**src/rtl/lfsr_period_engine.sv**
```systemverilog
// Fibonacci LFSR with runtime seed/taps, free-run or single-step advance,
// zero-state lockup recovery and measurement of the period back to a reference state.
module lfsr_period_engine #(
    parameter int              BITS         = 8,
    parameter int              TICKS        = 1000,
    parameter logic [BITS-1:0] DEFAULT_TAPS = 8'hB8
) (
    input  logic            clk,
    input  logic            reset,
    input  logic            load_seed_i,
    input  logic            load_taps_i,
    input  logic [BITS-1:0] data_i,
    input  logic            run_i,
    input  logic            step_i,
    output logic [BITS-1:0] state_o,
    output logic            step_o,
    output logic [BITS-1:0] period_o,
    output logic            period_valid_o,
    output logic            lockup_o
);

    localparam int              PW         = (TICKS > 1) ? $clog2(TICKS) : 1;
    localparam logic [PW-1:0]   PRESC_LAST = PW'(TICKS - 1);
    localparam logic [BITS-1:0] ONE        = BITS'(1);
    localparam logic [BITS-1:0] ALL_ONES   = '1;

    logic [BITS-1:0] taps;
    logic [BITS-1:0] ref_state;
    logic [BITS-1:0] count;
    logic [PW-1:0]   prescaler;
    logic            step_d;

    logic            fb;
    logic [BITS-1:0] next_raw;
    logic [BITS-1:0] next_state;
    logic [BITS-1:0] seed_val;
    logic            load;
    logic            step_event;

    always_comb begin
        fb         = ^(state_o & taps);
        next_raw   = {state_o[BITS-2:0], fb};
        next_state = (next_raw == '0) ? ONE : next_raw;
        seed_val   = (data_i == '0) ? ONE : data_i;
        load       = load_seed_i | load_taps_i;
        step_event = run_i ? (prescaler == PRESC_LAST) : (step_i & ~step_d);
    end

    // NOTE: all state is updated with non-blocking assignments so every branch below
    // reads the pre-edge values, regardless of statement order.
    always_ff @(posedge clk) begin
        if (reset) begin
            state_o        <= ONE;
            taps           <= DEFAULT_TAPS;
            ref_state      <= ONE;
            count          <= '0;
            period_o       <= '0;
            period_valid_o <= 1'b0;
            lockup_o       <= 1'b0;
            step_o         <= 1'b0;
            prescaler      <= '0;
            step_d         <= 1'b0;
        end else begin
            step_d <= step_i;
            step_o <= 1'b0;
            if (load) begin
                // A load restarts the measurement from the state that will be visible next cycle.
                prescaler      <= '0;
                count          <= '0;
                period_valid_o <= 1'b0;
                lockup_o       <= 1'b0;
                if (load_taps_i)
                    taps <= data_i;
                if (load_seed_i) begin
                    state_o   <= seed_val;
                    ref_state <= seed_val;
                end else begin
                    ref_state <= state_o;
                end
            end else begin
                if (run_i)
                    prescaler <= (prescaler == PRESC_LAST) ? '0 : prescaler + PW'(1);
                else
                    prescaler <= '0;

                if (step_event) begin
                    step_o  <= 1'b1;
                    state_o <= next_state;
                    if (next_raw == '0)
                        lockup_o <= 1'b1;
                    if (next_state == ref_state) begin
                        period_o       <= (count == ALL_ONES) ? ALL_ONES : count + ONE;
                        period_valid_o <= 1'b1;
                        count          <= '0;
                    end else if (count != ALL_ONES) begin
                        count <= count + ONE;
                    end
                end
            end
        end
    end

endmodule

```
**config.mk**
```make
export PLATFORM = sky130hd
export DESIGN_NAME = lfsr_period_engine
export DESIGN_NICKNAME = d
export VERILOG_FILES = /design/src/rtl/lfsr_period_engine.sv
export SDC_FILE = /design/constraint.sdc
export NUM_CORES = 1
export LEC_CHECK = 0
export CORE_MARGIN = 5
export CORE_UTILIZATION = 55
export CTS_CLUSTER_DIAMETER = 50
export DETAILED_ROUTE_END_ITERATION = 6
export PLACE_DENSITY_LB_ADDON = 0.05
export SKIP_LAST_GASP = 1
export SLEW_MARGIN = 25
export SYNTH_ARGS = -nofsm -noshare
export SYNTH_HDL_FRONTEND = slang
export SYNTH_SLANG_ARGS = --single-unit
```
**constraint.sdc**
```tcl
create_clock -name clk -period 2.85 [get_ports clk]
set_input_delay 0.57 -clock clk [delete_from_list [all_inputs] [get_ports clk]]
set_output_delay 0.57 -clock clk [all_outputs]
set_load 0.03 [all_outputs]
```
==> impl_metrics.csv <==
group,metric,value,unit
detailed_routing,drc,0,
final_layout,layout.nets,342,
worst_setup_path,max_stage_delay,0.38,ns
sta,max_slew_margin,0.652,
pwr,p_per_area,455,mW/mm2
pwr,seqPwrFrac,0.567,
die,die-area,0.00628,mm2
sta,period_share,0.854,
die,start_util,0.562,
run_status,status,"complete, no violations",
yosys,yosysSeqAreaShare,0.410,
worst_setup_path,r2r_setup_slack,0.42,ns
die,num_rows,25,
placed_design,place_congestion,0.806,
pwr,p_comb_frac,0.154,
yosys,ys_seq_elements,54,
yosys,yosys_warnings,0,
sta,finalSetupViolCount,0,
die,die_w,79.2,um
worst_hold_path,worstHoldStart,"prescaler[0]",
sta,fin_setup_tns,0,ns
clock_network,cts.sinks,54,
detailed_routing,wl_per_cell,14.4,um
worst_setup_path,critical-path-slowest-cell,"dfxtp_1",
run,cap_viol_max_count,0,
worst_setup_path,worstRegToRegCells,8,
detailed_routing,final_antenna_net_count,0,
yosys,syn_avg_cell_area,9.12,um2
clock_network,cts_resized,0,
placed_design,port_buffers,32,
final_layout,final_area,0.00313,mm2
sta,drv_slew,0,
final_layout,diodes,0,
pwr,power.internal,1.05,mW
global_routing,grt_pass1_vias,2011,
global_routing,grt_start_max_net_pins,34,
worst_setup_path,required,3.04,ns
clock_network,htree_levels,2,
worst_setup_path,r2r_end,"period_o[3]",
detailed_routing,dr.pass1.iters,4,
final_layout,fillers,406,
clock_network,cts_setup_buffers,0,
sta,finalWorstSetupSlack,0.415,ns
clock_network,hold_buffers,0,
pwr,swShare,0.260,
worst_hold_path,hold_path_class,"flop to flop",
final_layout,area_growth,18.6,%
worst_hold_path,hold-path-endpoint,"prescaler[0]",
pwr,power.share.clock,0.279,
worst_hold_path,min_path_cells,1,
yosys,yosys.area_share.xor_xnor,0.0831,
yosys,synth_cells,289,
sta,max_freq,411,MHz
yosys,synth-edff-count,0,
yosys,muxShareOfSynthArea,0.123,
yosys,async_flop_share,0,
die,dieHeight,79.2,um
clock_network,cts_buffers,5,
placed_design,place_inst,373,
clock_network,clockBufferDepth,2,
global_routing,grt_pass1_wl,9.57,mm
final_layout,final_cells,380,
yosys,synth_compound_area_frac,0.144,
yosys,synth.distinct_cells,40,
clock_network,cts_tree,"yes",
clock_network,root_buffer,"clkbuf_8",
sta,rsz0062_at_grt,"no",
die,core_area,0.00469,mm2
sta,hold_viol,0,
yosys,synthAdderAreaFrac,0.00950,
sta,worst_slew_pin_slew,0.519,ns
worst_setup_path,cp-end-kind,"flop",
pwr,ir_drop,335,uV
worst_setup_path,critPathArrivalTime,2.63,ns
die,pin_count,33,
placed_design,dpl_cell_area,0.00305,mm2
global_routing,globalRouteOverflowTotal,0,
placed_design,dp_hpwl,4.02,mm
pwr,p_switching,0.369,mW
sta,layout_min_cycle_time,2.43,ns
worst_setup_path,start_kind,"flop",
detailed_routing,vias_per_cell,5.58,
global_routing,antenna_found_initial,0,
final_layout,drive_gt1_frac,0.0767,
worst_setup_path,path_cells,"ha_1, nand4b_1, or3_1, mux2_4, nor2_4, nand3_1, mux2i_4, mux2_2",
detailed_routing,via_count,2119,
yosys,synth_top_family_by_area,"simple AND/OR/NAND/NOR gates",
worst_setup_path,critPathMaxFanout,16,
yosys,synth.cell_area,0.00264,mm2
pwr,p_leak,1.17,nW
global_routing,track_usage,0.192,
sta,skew,0.00640,ns
yosys,synth_ff_type,"dfxtp_1",
clock_network,path_clk_slew,0.09,ns
placed_design,pre_cts_ws,0.313,ns
detailed_routing,drt_wl_total,5.46,mm
detailed_routing,drtIter0Drc,130,
worst_setup_path,r2r_start,"prescaler[0]",
worst_setup_path,path_class,"flop to flop",
yosys,syn_nets,305,
yosys,yosys.area_share.simple,0.200,
clock_network,clk_latency,0.30,ns
logic make-up after synthesis:
group / after synthesis
xor gates and xnor gates: 25
and+or+nand+nor: 99
buffers and inverters: 21
DFF: 54
AOI/OAI and AO/OA: 58
muxes: 30
adders and majority gates: 2
how the worst max path moves through the flow:
stage	slack (ns)	start	to	cells past startpoint
final	0.42	prescaler[0]	period_o[3]	8
after global routing	0.22	prescaler[0]	period_o[5]	9
after CTS	0.40	prescaler[0]	period_o[5]	9
after detailed placement	0.31	run_i	period_o[5]	7
after global placement	0.35	run_i	period_o[3]	6
after floorplan	0.53	prescaler[0]	period_o[0]	8
layer usage:
metal,up-vias,global-route usage,wire (um)
met5,-,0,0
met4,0,0.0619,63
met3,5,0.0363,224
met2,43,0.306,2480
met1,975,0.261,2690
li1,1096,-,-
placed cells by master, fill, tap and decap left out, drive strengths merged, types with 3 or more instances in the layout:
| cell type | synthesis | final |
|---|---|---|
| or3 | 5 | 5 |
| dfxtp | 54 | 54 |
| o21ai | 9 | 9 |
| a211o | 5 | 5 |
| nand3 | 13 | 13 |
| a21oi | 18 | 18 |
| nor2b | 9 | 9 |
| nand4 | 4 | 4 |
| clkbuf | 10 | 7 |
| clkdlybuf4s50 | 0 | 32 |
| buf | 1 | 9 |
| xor2 | 11 | 11 |
| nor3b | 3 | 3 |
| mux2i | 25 | 25 |
| nor3 | 6 | 6 |
| inv | 10 | 10 |
| a21boi | 14 | 14 |
| xnor2 | 14 | 14 |
| nor2 | 24 | 24 |
| nand2b | 5 | 5 |
| mux2 | 5 | 5 |
| and3 | 6 | 6 |
| nor4 | 5 | 5 |
| nand2 | 15 | 15 |
| a21o | 3 | 3 |
power by group through the flow:
stage	Clock (mW)	Sequential [mW]	Combinational, mW
floorplan	0	0.836	0.130
global placement	0	0.823	0.217
detailed placement	0	0.823	0.218
CTS	0.409	0.806	0.219
global route	0.452	0.811	0.236
finish	0.397	0.806	0.218
cell usage after synthesis, types with 3 or more instances:
cell type	n	area, um2
a21o_1	3	22.5
nand2_1	15	56.3
mux2i_1	24	240
nand4_1	4	25.0
clkbuf_1	10	37.5
nand2b_1	5	31.3
inv_1	10	37.5
or3_1	5	31.3
o21ai_0	9	45.0
mux2_2	4	45.0
and3_1	6	37.5
xor2_1	11	96.3
xnor2_1	14	123
nor3b_1	3	22.5
a21oi_1	17	85.1
nor2b_1	9	56.3
a21boi_0	14	105
dfxtp_1	54	1080
a211o_1	5	43.8
nor2_1	21	78.8
nor3_1	6	30.0
nand3_1	13	65.1
nor4_1	4	25.0
sequential cells by signal, indices dropped and copies added, names as in the netlist:
| register | flops |
|---|---|
| taps | 8 |
| prescaler | 10 |
| state_o | 8 |
| ref_state | 8 |
| period_valid_o | 1 |
| lockup_o | 1 |
| step_o | 1 |
| period_o | 8 |
| step_d | 1 |
| count | 8 |
worst max-delay path, delay by kind of cell, from the launching register on:
| family | cells | cell delay, ns |
|---|---|---|
| muxes | 3 | 0.97 |
| and+or+nand+nor | 4 | 0.74 |
| DFF | 1 | 0.38 |
| adders and majority gates | 1 | 0.25 |
area by class of cell:
cell class              count  area, um2  share of cell area
inverters                  10       37.5              0.0120
flip-flops and latches     54       1080               0.346
repair buffers             41        388               0.124
well taps                  54       67.6              0.0216
clock buffers               7       76.3              0.0244
multi-input cells         214       1480               0.472
stage by stage:
step,power (mW),hold WS [ns],util
2_1_floorplan,0.965,0.430,-
3_3_place_gp,1.04,0.446,0.650
3_5_place_dp,1.04,0.456,0.650
4_1_cts,1.43,0.477,0.666
5_1_grt,1.50,0.505,0.666
6_report,1.42,0.470,0.666
Power figures use the tool's default switching activity.
==> RTL change 1 (config.mk and constraints unchanged) <==
Register the output `period_o` once more, cleared by the reset; this adds one clock of latency there. The other outputs are not delayed to match.
--- a/src/rtl/lfsr_period_engine.sv
+++ b/src/rtl/lfsr_period_engine.sv
@@ -24,4 +24,6 @@
     localparam logic [BITS-1:0] ONE        = BITS'(1);
     localparam logic [BITS-1:0] ALL_ONES   = '1;
+
+    logic [BITS-1:0] period_s0;
 
     logic [BITS-1:0] taps;
@@ -55,5 +57,5 @@
             ref_state      <= ONE;
             count          <= '0;
-            period_o       <= '0;
+            period_s0      <= '0;
             period_valid_o <= 1'b0;
             lockup_o       <= 1'b0;
@@ -90,5 +92,5 @@
                         lockup_o <= 1'b1;
                     if (next_state == ref_state) begin
-                        period_o       <= (count == ALL_ONES) ? ALL_ONES : count + ONE;
+                        period_s0      <= (count == ALL_ONES) ? ALL_ONES : count + ONE;
                         period_valid_o <= 1'b1;
                         count          <= '0;
@@ -101,4 +103,12 @@
     end
 
+    always_ff @(posedge clk) begin
+        if (reset) begin
+            period_o <= '0;
+        end else begin
+            period_o <= period_s0;
+        end
+    end
+
 endmodule
 
Behaviour: not the same (a bounded check fails within 4 cycles, from zero or initial values and one cycle with reset high).
==> RTL change 1 against the original RTL <==
- synthesized area grew 9.1%
- highest routed layer unchanged
- sequential cell count grew 8
- setup slack gained 0.025 ns
- power grew 35%
- largest cell class unchanged
- largest power group unchanged
- critical path type is now input port to flop
- wire length grew 9.7%
- critical path depth shrank 1
- final area grew 12%
==> RTL change 1: results (changes against the original RTL) <==
Outcome
  – Status: finished clean

Global routing
  – Met3 usage: 0.0575 (+0.0212)
  – First-pass GRT wire length: 10,200 µm (+6.9%)
  – Routing usage on met1: 0.266 (+0.00513)
  – Vias in the first global route: 2,158 (+7.3%)
  – GRT Overall Usage: 0.199 (+0.00780)
  – Met2 Use GR: 0.304 (-0.00187)

Power and ir drop
  – Clk pwr share: 0.403 (+0.124)
  – Sequential share of power: 0.478 (-0.089)
  – Static Leak: 0.00139 µW (+19%)
  – Power Dens Cells: 550 mW/mm² (+21%)
  – Peak VDD IR: 0.378 mV (+13%)
  – Switching power: 496 µW (+34%)

CTS
  – Number of CTS-inserted buffers: 9 (+4)
  – Max H-tree Level: 3 (+1)
  – Latest clock arrival within the worst-skew pair: 0.34 ns (+0.04 ns)
  – Clock-pin slew on the worst setup and hold paths: 0.07 ns (-0.02 ns)
  – Clock root buffer: clkbuf_8

STA
  – Crit path time final: 2.41 ns (-0.0255 ns)
  – Relative slew slack: 0.663 (+0.0109)
  – Final Hold Slack: 0.474 ns (+0.00452 ns)
  – Clock Skews: 0.00881 ns (+0.00241 ns)

Worst setup path
  – Worst Setup SP: run_i
  – Slowest-stage cell, CP: clkdlybuf4s50_1
  – CP Launch Type: input port
  – Worst Path Class, Setup: input port to flop
  – Reg-to-reg critical path startpoint: state_o[1]
  – Maximum fanout along the worst path: 8 (-8)
  – R2r setup slk: 0.44 ns (+0.03 ns)
  – Max incr delay on CP: 0.46 ns (+0.08 ns)
  – Crit path to: period_s0[1]

Route
  – Initial DRC Count: 128 (-1.5%)
  – WL met3: 261 µm (+17%)
  – Met1 WL: 3070 µm (+14%)
  – Via/cell ratio: 5.31 (-4.8%)
  – Met2 routed WL: 2560 µm (+3.2%)
  – Routed WL: 5990 µm (+9.7%)

Yosys
  – Seq/Total Area, Yosys: 0.432 (+0.0214)
  – Synth area leaders: dfxtp_1, mux2i_1, mux2_4
  – Mean area per synthesized cell: 9.46 µm² (+3.7%)

Finish
  – Final non-filler cell total: 419 (+10%)
  – Nets: 360 (+5.3%)
  – Share of cells above drive strength 1: 0.123 (+0.0465)
  – Fillers: 438 (+7.9%)

Place
  – Routability cong.: 0.791 (-1.9%)
  – Setup Slack @ Placement: 0.128 ns (-0.185 ns)
  – Area post-placement: 0.00330 mm² (+8.2%)

Hold path
  – HP Start: period_s0[6]
  – Worst hold endpoint: period_o[6]
## RTL change 1: kinds of logic after synthesis
group / count (synthesis) / share of synthesized area
AO/OA/AOI/OAI: 55 / 0.126
XOR/XNOR: 26 / 0.0896
adder cells (fa/ha/maj): 2 / 0.00870
buffers and inverters: 22 / 0.0292
flip-flops: 62 / 0.432
multiplexers: 28 / 0.116
AND/OR/NAND/NOR: 109 / 0.199
## RTL change 1: critical path, delay by kind of cell
kind / cells / cell delay, ns
AND/OR/NAND/NOR: 3 / 1.01
AO/OA/AOI/OAI: 1 / 0.11
multiplexers: 2 / 0.50
buffers and inverters: 1 / 0.46
## RTL change 1: cell type report
cell class / count / area (µm²) / share of cell area
flip-flops and latches: 62 / 1240 / 0.355
inverters: 11 / 41.3 / 0.0118
clock buffers: 11 / 141 / 0.0404
well taps: 70 / 87.6 / 0.0250
repair buffers: 40 / 380 / 0.109
multi-input cells: 220 / 1550 / 0.443
clock inverters: 5 / 58.8 / 0.0168
==> RTL change 2 (same flow settings) <==
Made on the original files. The parameter `TICKS` goes from 1000 to 2000.
--- a/src/rtl/lfsr_period_engine.sv
+++ b/src/rtl/lfsr_period_engine.sv
@@ -3,5 +3,5 @@
 module lfsr_period_engine #(
     parameter int              BITS         = 8,
-    parameter int              TICKS        = 1000,
+    parameter int              TICKS        = 2000,
     parameter logic [BITS-1:0] DEFAULT_TAPS = 8'hB8
 ) (
Function: no difference found for any inputs over 4 cycles, from zero or initial values and one cycle with reset high; that may be too few to reach the edited logic, so the function may still have changed.
==> RTL change 2 against the original RTL <==
- first-iteration DRC count decreased by 22%
- synthesized area is 3.0% higher
- via count grew 3.4%
- synthesized cell count increased by 2.8%
- largest power group unchanged
- power increased by 11%
- utilization up 1.4 points
- wire length rose by 2.5%
- sequential cell count up 1
- final area grew 3.5%
- setup slack got worse by 0.041 ns
==> RTL change 2: results (changes against the original RTL) <==
Outcome
  – Status: finished clean

Route
  – Via count: 2,192 (+3.4%)
  – Drt first pass iters: 5 (+1)
  – Routed WL: 5600 µm (+2.5%)
  – Initial DRC Count: 102 (-22%)

Power and ir drop
  – Static Leak: 0.00119 µW (+1.8%)
  – Peak VDD IR: 0.335 mV (about the same)

STA
  – Clock Skews: 0.00551 ns (-0.000891 ns)
  – Final Hold Slack: 0.447 ns (-0.0232 ns)
  – Crit path time final: 2.48 ns (+0.0410 ns)
  – Tightest Pin Transition: 0.649 ns (+0.130 ns)

Global routing
  – Initial antenna violation count: 0 (unchanged)
  – GRT Overall Usage: 0.192 (+0.000466)
  – First-pass GRT wire length: 9760 µm (+2.0%)
  – Largest net degree at the start of global routing: 25 (-26%)
  – Vias in the first global route: 2,095 (+4.2%)

Place
  – Routability cong.: 0.811 (+0.53%)
  – DP Wirelength: 4000 µm (-0.52%)
  – Placed cell count: 389 (+4.3%)
  – Area post-placement: 0.00312 mm² (+2.3%)
  – Setup Slack @ Placement: 0.275 ns (-0.0377 ns)

Yosys
  – Seq/Total Area, Yosys: 0.406 (-0.00473)
  – Synth unique cells: 42 (+5.0%)
  – Commonest cells in the synthesized netlist: dfxtp_1, nor2_1, mux2i_1
  – Mean area per synthesized cell: 9.14 µm² (+0.26%)
  – Yosys warns: 0 (unchanged)
  – Post-synth net total: 313 (+2.6%)
  – FFs w/ async S/R, synth: 0 (unchanged)
  – Synth area leaders: dfxtp_1, mux2i_1, nor2_1

CTS
  – Number of CTS-inserted buffers: 5 (unchanged)
  – Clock root buffer: clkbuf_8
  – Max H-tree Level: 2 (unchanged)
  – Post-cts resize count: 0 (unchanged)
  – Clock-pin slew on the worst setup and hold paths: 0.10 ns

Worst setup path
  – Slowest-stage cell, CP: mux2i_4
  – Crit path arrival time: 2.68 ns (+0.05 ns)
  – Max incr delay on CP: 0.42 ns (+0.04 ns)
  – Maximum fanout along the worst path: 8 (-8)
  – Cell family with most CP delay: simple AND/OR/NAND/NOR gates

Finish
  – Share of cells above drive strength 1: 0.0970 (+0.0203)
  – Nets: 345 (+0.88%)
  – Biggest register: prescaler
  – Fillers: 414 (+2.0%)
  – Flip-flop count of the largest register after layout: 11 (+1)
  – Final non-filler cell total: 397 (+4.5%)
  – N_diodes: 0 (unchanged)

Hold path
  – Hold path cells: 1 (unchanged)
==> RTL change 2: cell count changes in the layout (fill, tap and decap cells not counted), moves of 5 or more <==
cell,delta
a211oi_1,+5
a311oi_1,+5
nor2_1,+10
a21boi_0,-10
mux2i_1,-7
==> RTL change 2: worst paths after layout <==
kind / startpoint / endpoint
setup / recovery: prescaler[0] / period_o[2]
hold / removal: prescaler[0] / prescaler[0]
setup reg to reg: prescaler[0] / period_o[2]
hold reg to reg: prescaler[0] / prescaler[0]
==> RTL change 2: power by group <==
part	switching, µW	internal [µW]
logic	119	105
registers	27.5	794
clock network	266	267
==> RTL change 2: worst reg2reg max path: stages (launching register included) <==
cell	delay, ns
dfxtp_1	0.36
ha_1	0.21
nand3_1	0.14
nor4_1	0.39
a21oi_1	0.17
nor2_1	0.20
nand3_1	0.14
mux2i_4	0.42
mux2_4	0.34
==> RTL change 2: area by class of cell <==
cell class	instances	area (µm²)	share of cell area
Clock inverter	3	47.5	0.0147
Clock buffer	5	68.8	0.0213
Multi-Input combinational cell	221	1540	0.474
Inverter	7	26.3	0.00812
Sequential cell	55	1100	0.340
Tap cell	67	83.8	0.0259
Timing Repair Buffer	39	373	0.115
==> RTL change 2: logic make-up after synthesis <==
| family | after synthesis | share of synthesized area |
|---|---|---|
| buffers and inverters | 21 | 0.0290 |
| muxes | 23 | 0.0986 |
| xor gates and xnor gates | 27 | 0.0982 |
| and+or+nand+nor | 110 | 0.212 |
| AOI/OAI and AO/OA | 59 | 0.147 |
| adders and majority gates | 2 | 0.00922 |
| DFF | 55 | 0.406 |
==> RTL change 2: routing by layer <==
metal	wire (µm)	GRT usage	vias to the layer above
met5	0	0	-
met3	183	0.0448	7
met1	2580	0.236	1029
met2	2750	0.327	32
met4	80	0.0676	0
li1	-	-	1124
